File: src/rtl/gc_refresh_pkg.sv
// Shared types and constants for the gain-cell DRAM refresh scheduler.
package gc_refresh_pkg;

    localparam int NUM_ROWS_DEFAULT         = 128;
    localparam int RETENTION_CYCLES_DEFAULT = 1024;

    typedef enum logic [1:0] {
        IDLE = 2'd0,
        SCAN = 2'd1,
        REQ  = 2'd2
    } state_e;

    // Index width for n entries; never below 1 so single-entry vectors stay legal.
    function automatic int addr_width(input int n);
        return (n > 1) ? $clog2(n) : 1;
    endfunction

endpackage

File: src/rtl/first_zero_finder.sv
// Combinational priority encoder: locates the lowest-index zero in a bitmap.
module first_zero_finder #(
    parameter int WIDTH = 128,
    parameter int IDX_W = 7
) (
    input  logic [WIDTH-1:0] bits,
    output logic             found,
    output logic [IDX_W-1:0] index
);

    // Walk from the top down so the last hit written is the lowest zero.
    always_comb begin
        found = 1'b0;
        index = '0;
        for (int i = WIDTH - 1; i >= 0; i--) begin
            if (!bits[i]) begin
                found = 1'b1;
                index = IDX_W'(i);
            end
        end
    end

endmodule

File: src/rtl/refresh_skip_scheduler.sv
// Refresh scheduler that opens a window per retention period and only
// requests refresh for rows not already refreshed or written in that window.
module refresh_skip_scheduler
    import gc_refresh_pkg::*;
#(
    parameter int NUM_ROWS         = NUM_ROWS_DEFAULT,
    parameter int ADDR_W           = addr_width(NUM_ROWS),
    parameter int RETENTION_CYCLES = RETENTION_CYCLES_DEFAULT,
    parameter int CNT_W            = $clog2(NUM_ROWS + 1)
) (
    input  logic              clk,
    input  logic              rst,
    input  logic              en,
    input  logic              start,
    input  logic              user_we,
    input  logic [ADDR_W-1:0] user_addr,
    output logic              ref_valid,
    output logic [ADDR_W-1:0] ref_addr,
    input  logic              ref_ready,
    output logic              user_hit,
    output logic [CNT_W-1:0]  pending,
    output logic              done,
    output logic              overrun,
    input  logic              overrun_clr
);

    localparam int               TMR_W    = addr_width(RETENTION_CYCLES);
    localparam logic [TMR_W-1:0] TMR_LAST = TMR_W'(RETENTION_CYCLES - 1);

    state_e              state_q, state_d;
    logic [NUM_ROWS-1:0] fresh_q, fresh_d;
    logic [TMR_W-1:0]    timer_q, timer_d;
    logic [CNT_W-1:0]    pending_q, pending_d;
    logic [ADDR_W-1:0]   ref_addr_q, ref_addr_d;
    logic                ref_valid_q, ref_valid_d;
    logic                restart_q, restart_d;
    logic                overrun_q, overrun_d;
    logic                user_hit_q;

    logic                stale_found;
    logic [ADDR_W-1:0]   stale_idx;
    logic                timer_expire, win_start, win_open, clear;
    logic                ack, ack_new, user_new;
    logic [1:0]          dec;

    first_zero_finder #(
        .WIDTH (NUM_ROWS),
        .IDX_W (ADDR_W)
    ) u_finder (
        .bits  (fresh_q),
        .found (stale_found),
        .index (stale_idx)
    );

    // Retention timer and window-start trigger.
    always_comb begin
        timer_expire = en && (timer_q == TMR_LAST);
        win_start    = start || timer_expire;
        timer_d      = timer_q;
        if (win_start) begin
            timer_d = '0;
        end else if (en) begin
            timer_d = timer_q + TMR_W'(1);
        end
    end

    // FSM: scan for the lowest stale row, hold the request until accepted.
    always_comb begin
        state_d     = state_q;
        ref_valid_d = ref_valid_q;
        ref_addr_d  = ref_addr_q;
        restart_d   = restart_q;
        clear       = 1'b0;
        unique case (state_q)
            IDLE: begin
                if (win_start) begin
                    clear   = 1'b1;
                    state_d = SCAN;
                end
            end
            SCAN: begin
                if (win_start) begin
                    clear = 1'b1;
                end else if (stale_found) begin
                    ref_addr_d  = stale_idx;
                    ref_valid_d = 1'b1;
                    state_d     = REQ;
                end else begin
                    state_d = IDLE;
                end
            end
            REQ: begin
                // A start during an outstanding request waits for the handshake.
                if (win_start) restart_d = 1'b1;
                if (ref_ready) begin
                    ref_valid_d = 1'b0;
                    state_d     = SCAN;
                    if (restart_q || win_start) begin
                        clear     = 1'b1;
                        restart_d = 1'b0;
                    end
                end
            end
            default: state_d = IDLE;
        endcase
    end

    // Bitmap, pending counter, overrun flag and query result.
    always_comb begin
        win_open = (state_q != IDLE);
        ack      = (state_q == REQ) && ref_ready;
        ack_new  = ack && !fresh_q[ref_addr_q];
        // Same row acked and written counts once.
        user_new = user_we && !fresh_q[user_addr] && !(ack_new && (user_addr == ref_addr_q));
        dec      = {1'b0, ack_new} + {1'b0, user_new};

        // Clear beats ack; user write beats clear.
        fresh_d = fresh_q;
        if (ack) fresh_d[ref_addr_q] = 1'b1;
        if (clear) fresh_d = '0;
        if (user_we) fresh_d[user_addr] = 1'b1;

        pending_d = pending_q;
        if (clear) begin
            pending_d = user_we ? CNT_W'(NUM_ROWS - 1) : CNT_W'(NUM_ROWS);
        end else if (win_open) begin
            pending_d = (pending_q >= CNT_W'(dec)) ? pending_q - CNT_W'(dec) : '0;
        end

        overrun_d = overrun_q;
        if (win_start && win_open) begin
            overrun_d = 1'b1;
        end else if (overrun_clr) begin
            overrun_d = 1'b0;
        end
    end

    // State registers.
    always_ff @(posedge clk or posedge rst) begin
        if (rst) begin
            state_q     <= IDLE;
            fresh_q     <= '0;
            timer_q     <= '0;
            pending_q   <= '0;
            ref_addr_q  <= '0;
            ref_valid_q <= 1'b0;
            restart_q   <= 1'b0;
            overrun_q   <= 1'b0;
            user_hit_q  <= 1'b0;
        end else begin
            state_q     <= state_d;
            fresh_q     <= fresh_d;
            timer_q     <= timer_d;
            pending_q   <= pending_d;
            ref_addr_q  <= ref_addr_d;
            ref_valid_q <= ref_valid_d;
            restart_q   <= restart_d;
            overrun_q   <= overrun_d;
            user_hit_q  <= fresh_q[user_addr];
        end
    end

    assign ref_valid = ref_valid_q;
    assign ref_addr  = ref_addr_q;
    assign user_hit  = user_hit_q;
    assign pending   = pending_q;
    assign done      = (state_q == IDLE);
    assign overrun   = overrun_q;

endmodule

File: config.mk
export PLATFORM = sky130hd
export DESIGN_NAME = refresh_skip_scheduler
export DESIGN_NICKNAME = d
export VERILOG_FILES = /design/src/rtl/gc_refresh_pkg.sv /design/src/rtl/first_zero_finder.sv /design/src/rtl/refresh_skip_scheduler.sv
export SDC_FILE = /design/constraint.sdc
export NUM_CORES = 1
export LEC_CHECK = 0
export BUFFER_PORTS_ARGS = -buffer_cell sky130_fd_sc_hd__buf_2
export CELL_PAD_IN_SITES_DETAIL_PLACEMENT = 1
export CELL_PAD_IN_SITES_GLOBAL_PLACEMENT = 1
export CORE_MARGIN = 1
export CORE_UTILIZATION = 49
export DETAILED_ROUTE_END_ITERATION = 12
export PLACE_DENSITY_LB_ADDON = 0.08
export SLEW_MARGIN = 20
export SYNTH_ARGS = -nofsm -noshare
export SYNTH_HDL_FRONTEND = slang
export SYNTH_HIERARCHICAL = 1
export SYNTH_SLANG_ARGS = --single-unit
export TNS_END_PERCENT = 30
File: constraint.sdc
create_clock -name clk -period 5.3 [get_ports clk]
set_input_delay 0.53 -clock clk [delete_from_list [all_inputs] [get_ports clk]]
set_output_delay 0.53 -clock clk [all_outputs]
set_load 0.1 [all_outputs]
==> Word level (Yosys, flattened, before mapping) <==
Cells that the tools add are included.
W data, S select, Z words.
{ "op_classes": {"add_sub_neg": 3, "mul": 0, "div": 0, "n_lt_le_gt_ge": 5, "n_eq_ne": 8, "n_shift": 0, "n_mux": 291, "n_bitwise": 3, "reduce_logical": 24} }
{ "op_table": {"columns": ["operator", "count"], "rows": [
  ["$mux W7", 128],
  ["$mux W128", 3],
  ["$or A128 B128 Y128", 2],
  ["$mux W1", 143],
  ["$mux W8", 4],
  ["$mux W10", 2],
  ["$lt A7 B8 Y1 const B", 2],
  ["$bmux W1 S7", 2],
  ["$demux W1 S7", 2],
  ["$ge A7 B1 Y1 const B", 2],
  ["$add A10 B1 Y10 const B", 1],
  ["$eq A10 B10 Y1 const B", 1],
  ["$reduce_bool A2 Y1", 5],
  ["$logic_and A1 B1 Y1", 9],
  ["$ge A8 B2 Y1", 1],
  ["$mux W2", 4],
  ["$sub A8 B2 Y8", 1],
  ["$eq A7 B7 Y1", 1],
  ["$ne A2 B2 Y1 const B", 3],
  ["$pmux W2 S3", 1],
  ["$reduce_and A3 Y1", 2],
  ["$pmux W1 S2", 2],
  ["$reduce_and A4 Y1", 1],
  ["$logic_not A1 Y1", 3],
  ["other kinds (8)", 9]
]} }
{ "totals": {"register_bits": 159, "latch_bits": 0, "mem_bits_rw": 0, "mem_bits_ro": 0, "inputBits": 14, "out_inout_bits": 19, "word_cells": 343, "memories": 0} }

==> Logic depth before layout (Yosys ltp) <==
{ "logic_depth": {"word_depth": 131, "depth_mapped": 19} }

==> Cells and area by module <==
Netlist, hierarchy kept.
{ "modules_own_cells": {"columns": ["module", "n_inst", "cells_each", "area_each_um2", "seq_area_each_um2"], "rows": [
  ["refresh_skip_scheduler", 1, 898, 9160.0, 3978.8],
  ["first_zero_finder", 1, 301, 1617.8, 0.0]
]} }

==> Worst setup path before layout <==
OpenSTA, ideal clock, no wires.
{ "synth_path": {"kind": "register to register", "startpoint": "register ref_addr_q[0] (netlist: ref_addr[0])", "endpoint": "register pending_q[5] (netlist: pending[5])", "setup_ns": 0.127, "arrival_time_ns": 5.203, "t_required_ns": 5.173, "path_slack_ns": -0.030, "path_stages_with_launch": 18, "n_path_buf": 2, "cell_sequence": "dfrtp_1 buf_6 buf_4 mux4_2 mux4_2 nand4b_1 nand3_2 a2111oi_2 nor4_1 ha_1 ha_1 inv_1 fa_1 or3_1 nor4_1 a211oi_1 a21o_1 a221o_1"} }
{ "synth_via": {"elab_chain_cells": 12} }
{ "synth_rtl": {"columns": ["item", "line", "source"], "rows": [
  ["start: declaration", "refresh_skip_scheduler.sv:34", "logic [ADDR_W-1:0] ref_addr_q, ref_addr_d;"],
  ["start signal: assignment", "refresh_skip_scheduler.sv:155", "ref_addr_q <= ref_addr_d;"],
  ["$bmux W1 S7", "refresh_skip_scheduler.sv:112", "ack_new = ack && !fresh_q[ref_addr_q];"],
  ["$mux W1 (implied by the code)", "refresh_skip_scheduler.sv:112", null],
  ["$logic_not A1 Y1", "refresh_skip_scheduler.sv:112", null],
  ["$logic_and A1 B1 Y1", "refresh_skip_scheduler.sv:112", null],
  ["$logic_and A1 B1 Y1", "refresh_skip_scheduler.sv:114", "user_new = user_we && !fresh_q[user_addr] && !(ack_new && (user_addr == ref_addr_q));"],
  ["$logic_not A1 Y1", "refresh_skip_scheduler.sv:114", null],
  ["$logic_and A1 B1 Y1", "refresh_skip_scheduler.sv:114", null],
  ["$add A1 B1 Y2 *", "refresh_skip_scheduler.sv:115", "dec = {1'b0, ack_new} + {1'b0, user_new};"],
  ["$sub A8 B2 Y8 or $ge A8 B2 Y1 (tied branches)", "refresh_skip_scheduler.sv:127", "pending_d = (pending_q >= CNT_W'(dec)) ? pending_q - CNT_W'(dec) : '0;"],
  ["$mux W8 *", "refresh_skip_scheduler.sv:127", null],
  ["$mux W8 *", "refresh_skip_scheduler.sv:126", "end else if (win_open) begin"],
  ["$mux W8 *", "refresh_skip_scheduler.sv:124", "if (clear) begin"],
  ["end signal: assignment", "refresh_skip_scheduler.sv:154", "pending_q <= pending_d;"],
  ["end: declaration", "refresh_skip_scheduler.sv:33", "logic [CNT_W-1:0] pending_q, pending_d;"]
]} }
Mark *: on every way between the ends. The rest lies on a longest branch, timed or not. The select of a mux whose other input is x is not followed.
A chain may end at the register's enable or synchronous reset.

==> Worst setup path after layout <==
{ "layout_path": {"startpoint": "register ref_addr_q[1] (netlist: ref_addr[1])", "endpoint": "register pending_q[7] (netlist: pending[7])"} }
Same word-level chain as after synthesis.

==> flow_metrics.env <==
export IMPL_dpl_hpwl_mm=32.8
export IMPL_critical_path_arrival_ps=5420
export IMPL_postLayoutCoreUtil_pct=57.2
export IMPL_ant_nets=0
export IMPL_syn_area_per_cell_um2=8.99
export IMPL_wirelength_mm=48.7
export IMPL_clockBufferDepth=2
export IMPL_rsz0062_at_grt="no"
export IMPL_outcome="complete, no violations"
export IMPL_firstDrtPassIters=5
export IMPL_slowest_stage="dfrtp_1"
export IMPL_final_nets=1259
export IMPL_hold_viol_final=0
export IMPL_stdcell_count=1528
export IMPL_vias_per_cell=7.72
export IMPL_synth_edf_count=0
export IMPL_ir_drop_uv=157
export IMPL_yosysUniqueCellTypes=79
export IMPL_cts_tree="built"
export IMPL_drv_cap=0
export IMPL_grt_remaining_overflow=0
export IMPL_seq_area_frac_synth_pct=36.9
export IMPL_cts_buffers=17
export IMPL_drive_above_1_share_pct=15.9
export IMPL_min_period_ps=5090
export IMPL_post_cts_repair_setup_buffers=0
export IMPL_first_global_vias=11747
export IMPL_initial_utilization_pct=50.6
export IMPL_die_height_um=150
export IMPL_synth_nets=1218
export IMPL_dp_cells=1496
export IMPL_synthFlopType="dfrtp_1"
export IMPL_final_common_cell="dfrtp_1"
export IMPL_clkLatencyLatePin_ps=440
export IMPL_slowest_delay_ps=560
export IMPL_holdWs_ps=195
export IMPL_dr_first_iter_drc_count=1436
export IMPL_grtUsageTotal_pct=44.7
export IMPL_critical_path_startpoint_type="register"
export IMPL_core_region_area_mm2=0.0213
export IMPL_skew_ps=10.5
export IMPL_rows=53
export IMPL_portBuffers=32
export IMPL_maxSlewViolCount=0
export IMPL_critical_path_most_common_cell="buf_4"
export IMPL_p_leak_nw=4.57
export IMPL_syn_to_final_growth_pct=12.9
export IMPL_synthArstFlopShare_pct=100
export IMPL_die_w_um=150
export IMPL_ys_warnings_count=6
export IMPL_synth_seq_cells=159
export IMPL_setup_viol=0
export IMPL_tns_ps=0
export IMPL_crit_path_cell_trace="buf_4 > mux4_2 > mux2i_1 > o21ai_0 > or3_1 > a2111oi_2 > nor4_1 > buf_4 > ha_1 > ha_1 > inv_1 > fa_1 > or3_1 > nor4_2 > buf_4 > a211o_1 > o21ai_0 > a221o_1"
export IMPL_critPathKind="register to register"
export IMPL_vias=11790
export IMPL_clock_sinks=159
export IMPL_power_density_mw_per_mm2=281
export IMPL_grt_max_degree=85
export IMPL_crit_family="compound AO/OA/AOI/OAI gates"
export IMPL_timing_final_crit_share_pct=96.1
export IMPL_worstMarginPinSlew_ps=1230
export IMPL_syn_area_mm2=0.0108
export IMPL_die_area_mm2=0.0226
export IMPL_ioPinCount=33
export IMPL_drc=0
export IMPL_max_freq_mhz=196
export IMPL_place_congestion=1.04
export IMPL_crit_path_end_kind="register"
export IMPL_worst_path_buf_inv=4
export IMPL_grt_pass1_wl_mm=74.0
export IMPL_worstPathMaxFanout=14
export IMPL_slew_headroom_pct=17.6
export IMPL_routedWlPerCell_um=31.9
export IMPL_ctsHtreeMaxLevel=4
export IMPL_clkSlewWorstSetupHoldPaths_ps=70
export IMPL_layout_common_cells="dfrtp_1 (157), a21oi_1 (154), o22ai_1 (128)"
export IMPL_critPathRequiredTime_ps=5620
export IMPL_antenna_found_initial=1
export IMPL_syn_inst=1199
export IMPL_worstHoldPathType="input pin to asynchronous set/reset pin"
export IMPL_cts_root_buf="clkbuf_16"
==> cells in the mapped netlist, types with 20 or more instances <==
cell,n,area share [%]
o21ai_0,52,2.4
a21oi_1,154,7.2
a31oi_1,22,1.3
clkbuf_1,48,1.7
mux2_2,20,2.1
inv_1,37,1.3
nor2_1,61,2.1
mux4_2,26,5.4
nand3_1,30,1.4
nand2_1,105,3.7
nand4_1,42,2.4
o22ai_1,128,7.4
dfrtp_1,159,37
mux2i_1,25,2.3
nor3_1,27,1.3
==> repair_timing <==
action | 4_1_cts | 5_1_grt
gates resized for setup | 0 | 3
hold buffers | 0 | 0
setup endpoints to repair | 0 | 5
==> registers in the layout (all words and copies together) (netlist names) <==
register and count:
fresh_q 128, overrun 1, pending 8, ref_addr 7, ref_valid 1, restart_q 1
state_q 2, timer_q 10, user_hit 1
==> final timing paths <==
path                            slack, ps                      to                    start  cells after the start
max in group asynchronous            4170  fresh_q[127]$_DFF_PP0_                      rst                      3
worst max-delay path                  210  pending[7]$_DFFE_PP0P_  ref_addr[1]$_DFFE_PP0P_                     18
worst min-delay path                  190  pending[5]$_DFFE_PP0P_                      rst                      2
worst max register to register        210  pending[7]$_DFFE_PP0P_  ref_addr[1]$_DFFE_PP0P_                     18
worst min register to register        500   ref_valid$_DFFE_PP0P_    ref_valid$_DFFE_PP0P_                      2
min in group clk                      290     overrun$_DFFE_PP0P_              overrun_clr                      2
==> metal layers <==
layer | share of wire, % | track usage (%)
met3 | 12 | 12.3
met1 | 39 | 60.3
met2 | 43 | 64.9
met4 | 5.6 | 23.9
met5 | 0 | 0
==> worst reg2reg max path, stage by stage, from the launching register on <==
cell and delay [ps]:
dfrtp_1 560, buf_4 350, mux4_2 360, mux2i_1 200, o21ai_0 130, or3_1 440
a2111oi_2 350, nor4_1 150, buf_4 170, ha_1 280, ha_1 140, inv_1 60
fa_1 410, or3_1 360, nor4_2 190, buf_4 160, a211o_1 220, o21ai_0 110
a221o_1 350
==> area by class of cell <==
type                       count  area [um2]
timing repair buffer          96         707
antenna                        1        2.50
tap                          275         344
fill                        2449        9120
clock buffer                  21         480
clock inverter                10         149
inverter                      39         151
sequential                   159        3980
multi-input combinational    927        6350
==> power by group <==
group	leakage, nW	internal [mW]	switching (mW)
registers	2.19	1.26	0.0679
logic	2.08	0.203	0.536
clock network	0.303	0.797	0.552
total	4.57	2.26	1.16
==> through the flow <==
stage               setup slack, ps  total power [mW]  cell area [um2]
floorplan                      3.18              1.88            10800
global placement               11.4              2.05            11500
detailed placement             -123              2.07            11500
CTS                             171              3.41            12100
global route                   19.8              3.50            12200
finish                          206              3.41            12200
==> logic make-up (layout without fill, tap and decap cells) <==
kind of cell / after synthesis / after routing / synth area share, %
xor gates and xnor gates: 14 / 14 / 1.14
DFF: 159 / 159 / 36.9
and+or+nand+nor: 355 / 355 / 16.6
muxes: 82 / 82 / 12.3
AOI/OAI and AO/OA: 471 / 471 / 27.7
adders and majority gates: 5 / 5 / 0.650
buffers and inverters: 113 / 166 / 4.68
other: 0 / 1 / 0
Power figures use the tool's default switching activity.
